### config.mk
export PLATFORM = sky130hd
export DESIGN_NAME = dmem_io_bridge
export DESIGN_NICKNAME = d
export VERILOG_FILES = /design/src/rtl/dmem_io_bridge.sv
export SDC_FILE = /design/constraint.sdc
export NUM_CORES = 1
export LEC_CHECK = 0
export ABC_AREA = 1
export CORE_MARGIN = 2
export CORE_UTILIZATION = 40
export CTS_BUF_LIST = sky130_fd_sc_hd__clkbuf_2 sky130_fd_sc_hd__clkbuf_4 sky130_fd_sc_hd__clkbuf_8
export DETAILED_ROUTE_END_ITERATION = 7
export HOLD_SLACK_MARGIN = 0.02
export PLACE_DENSITY = 0.67
export SLEW_MARGIN = 20
export SYNTH_ARGS = -nofsm -noshare
export SYNTH_HDL_FRONTEND = slang
export SYNTH_SLANG_ARGS = --single-unit
### constraint.sdc
create_clock -name clock -period 3.65 [get_ports clock]
set_clock_uncertainty 0.05 [all_clocks]
set_input_delay 0.73 -clock clock [delete_from_list [all_inputs] [get_ports clock]]
set_output_delay 0.73 -clock clock [all_outputs]
set_load 0.03 [all_outputs]
### src/rtl/dmem_io_bridge.sv
// ---------------------------------------------------------------------------
// dmem_io_bridge
//
// Sits between the processor dmem port and the dmem syncram. Ordinary loads
// and stores pass straight through to dmem. Stores that land in a 16-word I/O
// window are diverted into a small circular FIFO instead of dmem. The FIFO
// drains to an output peripheral over a valid/ready handshake, so the
// processor gets memory-mapped output without ever stalling. When the FIFO is
// full, window stores are dropped and counted in a saturating counter.
//
// Optional feature macro: DMEM_IO_STATUS_EN
//   defined   : IO_BASE+4'hF is a status register. Loads there return
//               {drop_count, count, full, empty}. Stores there clear
//               drop_count and are not queued.
//   undefined : every window load returns 0, and +4'hF is an ordinary
//               window store.
//
// Ports
//   clock         in   1       single clock, rising edge
//   reset         in   1       synchronous, active-high
//   proc_address  in   ADDR_W  address from processor
//   proc_data     in   DATA_W  store data from processor
//   proc_wren     in   1       store strobe from processor
//   proc_q        out  DATA_W  load data returned to processor
//   mem_address   out  ADDR_W  to dmem
//   mem_data      out  DATA_W  to dmem
//   mem_wren      out  1       to dmem
//   mem_q         in   DATA_W  from dmem (1-cycle read latency)
//   io_valid      out  1       FIFO head valid
//   io_addr       out  4       head entry window offset
//   io_data       out  DATA_W  head entry store data
//   io_ready      in   1       peripheral accepts head
//   drop_count    out  8       saturating count of stores dropped while full
// ---------------------------------------------------------------------------
module dmem_io_bridge #(
  parameter int                ADDR_W     = 12,
  parameter int                DATA_W     = 32,
  parameter int                FIFO_DEPTH = 4,
  parameter logic [ADDR_W-1:0] IO_BASE    = 12'hFF0
) (
  input  logic              clock,
  input  logic              reset,
  input  logic [ADDR_W-1:0] proc_address,
  input  logic [DATA_W-1:0] proc_data,
  input  logic              proc_wren,
  output logic [DATA_W-1:0] proc_q,
  output logic [ADDR_W-1:0] mem_address,
  output logic [DATA_W-1:0] mem_data,
  output logic              mem_wren,
  input  logic [DATA_W-1:0] mem_q,
  output logic              io_valid,
  output logic [3:0]        io_addr,
  output logic [DATA_W-1:0] io_data,
  input  logic              io_ready,
  output logic [7:0]        drop_count
);

  localparam int PTR_W   = $clog2(FIFO_DEPTH);
  localparam int CNT_W   = PTR_W + 1;
  localparam int ENTRY_W = 4 + DATA_W;

  // Window decode and passthrough
  logic is_io;
  assign is_io       = (proc_address[ADDR_W-1:4] == IO_BASE[ADDR_W-1:4]);
  assign mem_address = proc_address;
  assign mem_data    = proc_data;
  assign mem_wren    = proc_wren & ~is_io;

  // FIFO state
  logic [ENTRY_W-1:0] fifo_mem [FIFO_DEPTH];
  logic [PTR_W-1:0]   wr_ptr_reg, rd_ptr_reg;
  logic [CNT_W-1:0]   count_reg;
  logic [7:0]         drop_count_reg;
  logic               is_io_reg;
  logic [DATA_W-1:0]  io_rdata_reg;

  logic fifo_full, fifo_empty;
  assign fifo_full  = (count_reg == CNT_W'(FIFO_DEPTH));
  assign fifo_empty = (count_reg == '0);

  logic              push_req;
  logic              drop_clear;
  logic [DATA_W-1:0] io_rdata_next;

`ifdef DMEM_IO_STATUS_EN
  logic              is_status;
  logic [DATA_W-1:0] status_word;

  assign is_status  = is_io & (proc_address[3:0] == 4'hF);
  assign push_req   = proc_wren & is_io & ~is_status;
  assign drop_clear = proc_wren & is_status;

  always_comb begin
    status_word              = '0;
    status_word[15:8]        = drop_count_reg;
    status_word[4 +: CNT_W]  = count_reg;
    status_word[1]           = fifo_full;
    status_word[0]           = fifo_empty;
  end

  assign io_rdata_next = is_status ? status_word : '0;
`else
  assign push_req      = proc_wren & is_io;
  assign drop_clear    = 1'b0;
  assign io_rdata_next = '0;
`endif

  // A pop frees a slot in the same edge, so a full FIFO still accepts a
  // store when the peripheral takes the head at the same time.
  logic pop, push_ok, push_drop;
  assign pop       = io_valid & io_ready;
  assign push_ok   = push_req & (~fifo_full | pop);
  assign push_drop = push_req & ~push_ok;

  // Storage: contents are never reset, only the pointers are.
  always_ff @(posedge clock) begin
    if (!reset && push_ok) begin
      fifo_mem[wr_ptr_reg] <= {proc_address[3:0], proc_data};
    end
  end

  always_ff @(posedge clock) begin
    if (reset) begin
      wr_ptr_reg <= '0;
      rd_ptr_reg <= '0;
      count_reg  <= '0;
    end else begin
      if (push_ok) begin
        wr_ptr_reg <= wr_ptr_reg + 1'b1;
      end
      if (pop) begin
        rd_ptr_reg <= rd_ptr_reg + 1'b1;
      end
      case ({push_ok, pop})
        2'b10:   count_reg <= count_reg + 1'b1;
        2'b01:   count_reg <= count_reg - 1'b1;
        default: count_reg <= count_reg;
      endcase
    end
  end

  always_ff @(posedge clock) begin
    if (reset) begin
      drop_count_reg <= '0;
    end else if (drop_clear) begin
      drop_count_reg <= '0;
    end else if (push_drop && drop_count_reg != 8'hFF) begin
      drop_count_reg <= drop_count_reg + 8'd1;
    end
  end

  // Read path: window decode is delayed one cycle to line up with the
  // syncram's read latency.
  always_ff @(posedge clock) begin
    if (reset) begin
      is_io_reg    <= 1'b0;
      io_rdata_reg <= '0;
    end else begin
      is_io_reg    <= is_io;
      io_rdata_reg <= io_rdata_next;
    end
  end

  assign proc_q = is_io_reg ? io_rdata_reg : mem_q;

  // Head of FIFO; no bypass, so a fresh store appears one edge later.
  logic [ENTRY_W-1:0] head_entry;
  assign head_entry = fifo_mem[rd_ptr_reg];
  assign io_valid   = ~fifo_empty;
  assign io_addr    = head_entry[ENTRY_W-1 -: 4];
  assign io_data    = head_entry[DATA_W-1:0];
  assign drop_count = drop_count_reg;

endmodule

== After elaboration in Yosys (flattened, before gate mapping) ==
Memory sizes are Yosys's and may differ from the RTL's. A register that Yosys moved wholly into a read port is not among the register bits.
Cells that the tools add are included.

* Reduce and logical (&&, ||, !) cells: 5
* Muxes and demuxes: 6
* Eq/ne operators: 5
* Bitwise gates (word level): 10
* Add/subtract/negate cells: 5

{| class="wikitable"
|+ Operator list
! cell !! count
|-
| $mux W32 || 1
|-
| $add A8 B1 Y8 const B || 1
|-
| $eq A8 B8 Y1 const B || 1
|-
| $ne A8 B8 Y1 const B || 1
|-
| $pmux W3 S2 || 1
|-
| $and A1 B1 Y1 || 5
|-
| $add A2 B1 Y2 const B || 2
|-
| $mux W2 || 2
|-
| $not A1 Y1 || 4
|-
| $add A3 B1 Y3 const B || 1
|-
| $eq A3 B3 Y1 const B || 1
|-
| $logic_not A3 Y1 || 1
|-
| $sub A3 B1 Y3 const B || 1
|-
| $eq A2 B1 Y1 const B || 1
|-
| $eq A2 B2 Y1 const B || 1
|-
| $logic_and A1 B1 Y1 || 2
|-
| $mux W1 || 2
|-
| $reduce_bool A2 Y1 || 1
|-
| $logic_not A1 Y1 || 1
|-
| $or A1 B1 Y1 || 1
|}

* Logic and storage cells: 37
* Flip-flop bits (word level): 16
* Output and inout bits: 122
* Memory bits (writable): 144
* Memories kept: 1
* Input port bits: 80

{| class="wikitable"
|+ Memory list
! name !! words !! width !! read ports !! clocked after memory_dff !! wr ports !! line !! text
|-
| fifo_mem || 4 || 36 || 1 || 1 || 1 || 70 || <nowiki>logic [ENTRY_W-1:0] fifo_mem [FIFO_DEPTH];</nowiki>
|}

== Logic depth before layout (Yosys ltp) ==
* Depth in word-level cells: 8
* Gate-level depth with buffers: 12
* Gate-level depth less buffers: 12

== Worst setup path before layout ==
No wires, ideal clock.

* Path type: input-to-reg
* From: in proc_address[11]
* To: mem fifo_mem[0][0] (netlist bit), enable pin
* Stages: 6
* Data required time: 3.171 ns
* Data arrival time: 2.781 ns
* Library setup time: 0.429 ns
* Slack: 0.390 ns
* Path through: nand2_1 -> nor2_2 -> nand2_2 -> nor2_8 -> nand3_1 -> nor2_1

* Word-level cells in the longest chain between the ends: 6

{| class="wikitable"
|+ Ends and longest elaborated chain
! element !! line !! text
|-
| start: declaration || 43 || <nowiki>input logic [ADDR_W-1:0] proc_address,</nowiki>
|-
| $eq A8 B8 Y1 || 64 || <nowiki>assign is_io = (proc_address[ADDR_W-1:4] == IO_BASE[ADDR_W-1:4]);</nowiki>
|-
| $and A1 B1 Y1 || 103 || <nowiki>assign push_req = proc_wren & is_io;</nowiki>
|-
| $and A1 B1 Y1 || 112 || <nowiki>assign push_ok = push_req & (~fifo_full | pop);</nowiki>
|-
| $logic_and A1 B1 Y1 || 117 || <nowiki>if (!reset && push_ok) begin</nowiki>
|-
| $mux W1 || 117 ||
|-
| $mux W1 (not written as such) || 118 || <nowiki>fifo_mem[wr_ptr_reg] <= {proc_address[3:0], proc_data};</nowiki>
|-
| end: declaration || 70 ||
|}

Every way passes these cells.

==> flow_summary.yaml <==
outcome:
  status: "finished, final reports clean"
sta:
  hold_slack_ns: 0.413
  worst_pin_slew_ns: 1.03
  hold_viol_final: 0
  fmax_mhz: 305
  period_needed_ns: 3.28
  finalSetupViolations: 0
  slew_headroom_pct: 31.3
  period_share_pct: 89.9
  drv_slew: 0
  rsz0062_at_grt: "false"
  setup_tns_ns: 0
die:
  core-area_mm2: 0.0167
  start_util_pct: 41.2
  fp.dieH_um: 135
  dieWidth_um: 135
  io-pin-count: 202
  die_area_mm2: 0.0183
  rows: 47
cts:
  cts_buffers: 17
  cts-htree-levels: 4
  post_cts_resized: 0
  cts_setup_buffers: 0
  cts_sinks: 162
  clk-insertion-delay-late_ns: 0.44
  cts_hold_buffers: 0
  root_buffer: "clkbuf_8"
  cts_tree: "done"
  clk_pin_slew_ns: 0.08
  cts_max_path_buffers: 2
drt:
  drt-initial-drc-count: 337
  vias: 4821
  routed_via_density: 4.85
  firstDrtPassIters: 4
  wl_per_cell_um: 15.9
  drc: 0
  wl_mm: 15.8
  antenna_left: 0
grt:
  grt_util_met2_pct: 29.2
  top_usage_layer: "met2"
  antenna_found_initial: 0
  gr-usage-met1_pct: 22.3
  grt_use_met3_pct: 4.41
  overflow: 0
  grt_pass1_vias: 4778
  grt_first_pass_wirelength_mm: 24.6
  grt_max_degree: 47
  track_usage_pct: 17.5
flow_run:
  drv_cap: 0
yosys:
  ys_seq_elements: 162
  avgSynthCellArea_um2: 11.5
  synth-adder-area-share_pct: 1.20
  synth_edf_count: 144
  synth_warnings: 0
  yosysSeqAreaShare_pct: 68.0
  synthArstFlopShare_pct: 0
  yosys.area_share.simple_pct: 10.2
  synth_top_family_by_area: "compound AO/OA/AOI/OAI gates"
  synth.net_count: 685
  yosysTopAreaCell: "edfxtp_1"
  synthMuxAreaShare_pct: 0
  synth_xor_xnor_area_share_pct: 0.636
  synthCells: 599
  synthTopCellsByArea: "edfxtp_1 63%, nor2_1 6.4%, o21ai_0 5.3%"
  netlist.area_leader.share_pct: 62.8
  synth_cell_type_count: 27
  yosysMostFrequentCell: "edfxtp_1"
  synthTopCellsByCount: "144 x edfxtp_1, 117 x nor2_1, 73 x o21ai_0"
  ys.flop_type: "edfxtp_1"
  netlist_area_mm2: 0.00689
  synth_compound_area_share_pct: 10.3
worst_setup_path:
  rr_endpoint: "fifo_mem[0][15]"
  cp.required_ns: 2.87
  crit_path_max_incr_delay_ns: 0.72
  critPathKind: "reg -> out"
  worstPathArrival_ns: 2.50
  rrSetupSlack_ns: 1.76
  worstSetupEndpoint: "io_addr[3]"
  crit_fanout: 26
  critical_path_cell_count: 4
  slowest_stage: "clkdlybuf4s50_1"
  cp_num_buf_inv: 2
  worst_setup_path_start_kind: "flip-flop"
  cp-end-kind: "output pin"
  crit_chain: "buf_4, o21ai_0, o22ai_1, clkdlybuf4s50_1"
  path_delay_family: "buffers and inverters"
  reg2reg_depth: 5
  r2r_start: "count_reg[1]"
worst_hold_path:
  min_path_type: "reg -> reg"
place:
  portBuffers: 201
  dp_hpwl_mm: 10.4
  gp_congestion: 0.852
pwr:
  ir_drop_mv: 0.360
  p_leak_uw: 0.00339
  power_density_mw_per_mm2: 554
layout:
  area_growth_pct: 34.8
  largest_reg_flops: 144
  layout-drive-gt1-share_pct: 9.55
  num_antenna_cells: 0
  num-nets-final: 850
cell type report:
cell class | instances | area, µm²
fill | 1402 | 7420
sequential | 162 | 4690
inverter | 59 | 224
clock buffer | 18 | 241
clock inverter | 12 | 166
tap | 220 | 275
timing repair buffer | 216 | 2120
multi-input combinational | 308 | 1570
worst reg2reg max path: stages, from the launching register on:
cell and delay [ns]:
dfxtp_1 0.38, nor2_2 0.07, nand3_2 0.11, nand3_1 0.32, nor2_4 0.18, buf_4 0.42
routing by layer:
metal,up-vias,wire [µm],part of all wire [%]
met1,2332,6680,42
li1,2337,-,-
met2,135,8060,51
met5,-,0,0
met3,17,803,5.1
met4,0,228,1.4
stage by stage:
stage / total power, µW / instances / instance area (µm²) / utilization [%] / setup WS [ns]
2_1_floorplan: 3170 / 599 / 6890 / - / 0.390
3_3_place_gp: 3830 / 965 / 8880 / 53.2 / 0.632
3_5_place_dp: 3860 / 965 / 8880 / 53.2 / 0.612
4_1_cts: 5200 / 995 / 9290 / 55.6 / 0.299
5_1_grt: 5410 / 995 / 9290 / 55.6 / 0.180
6_report: 5150 / 995 / 9290 / 55.6 / 0.369
worst min-delay path by stage:
stage | slack (ns) | depth (start not counted) | to | startpoint
6_report | 0.41 | 2 | flip-flop | rd_ptr_reg[1]
5_1_grt | 0.45 | 2 | flip-flop | rd_ptr_reg[1]
4_1_cts | 0.42 | 2 | flip-flop | rd_ptr_reg[1]
3_5_place_dp | 0.41 | 2 | rd_ptr_reg[1] | rd_ptr_reg[1]
3_3_place_gp | 0.40 | 2 | rd_ptr_reg[1] | rd_ptr_reg[1]
2_1_floorplan | 0.39 | 2 | flip-flop | rd_ptr_reg[1]
kinds of logic after synthesis:
| group | after synthesis |
|---|---|
| xor+xnor | 5 |
| buf+inv | 129 |
| compound gates | 129 |
| flops | 162 |
| fa+ha+maj | 6 |
| simple gates | 168 |
cell usage in the layout (no fill, tap or decap), drive strengths merged, types with 14 or more instances in the layout:
cell type and count:
clkbuf 18, nand2 35, clkdlybuf4s50 196, nor2 121, inv 59, dfxtp 18, buf 20, edfxtp 144
o22ai 36, o21ai 79, a21oi 14
report_power, final:
group / internal, µW / total, µW / switching, µW
clock network: 738 / 1340 / 603
logic: 649 / 1710 / 1060
registers: 2040 / 2100 / 52.5
total: 3430 / 5150 / 1720
No activity file was read; power rests on OpenSTA's default activity.
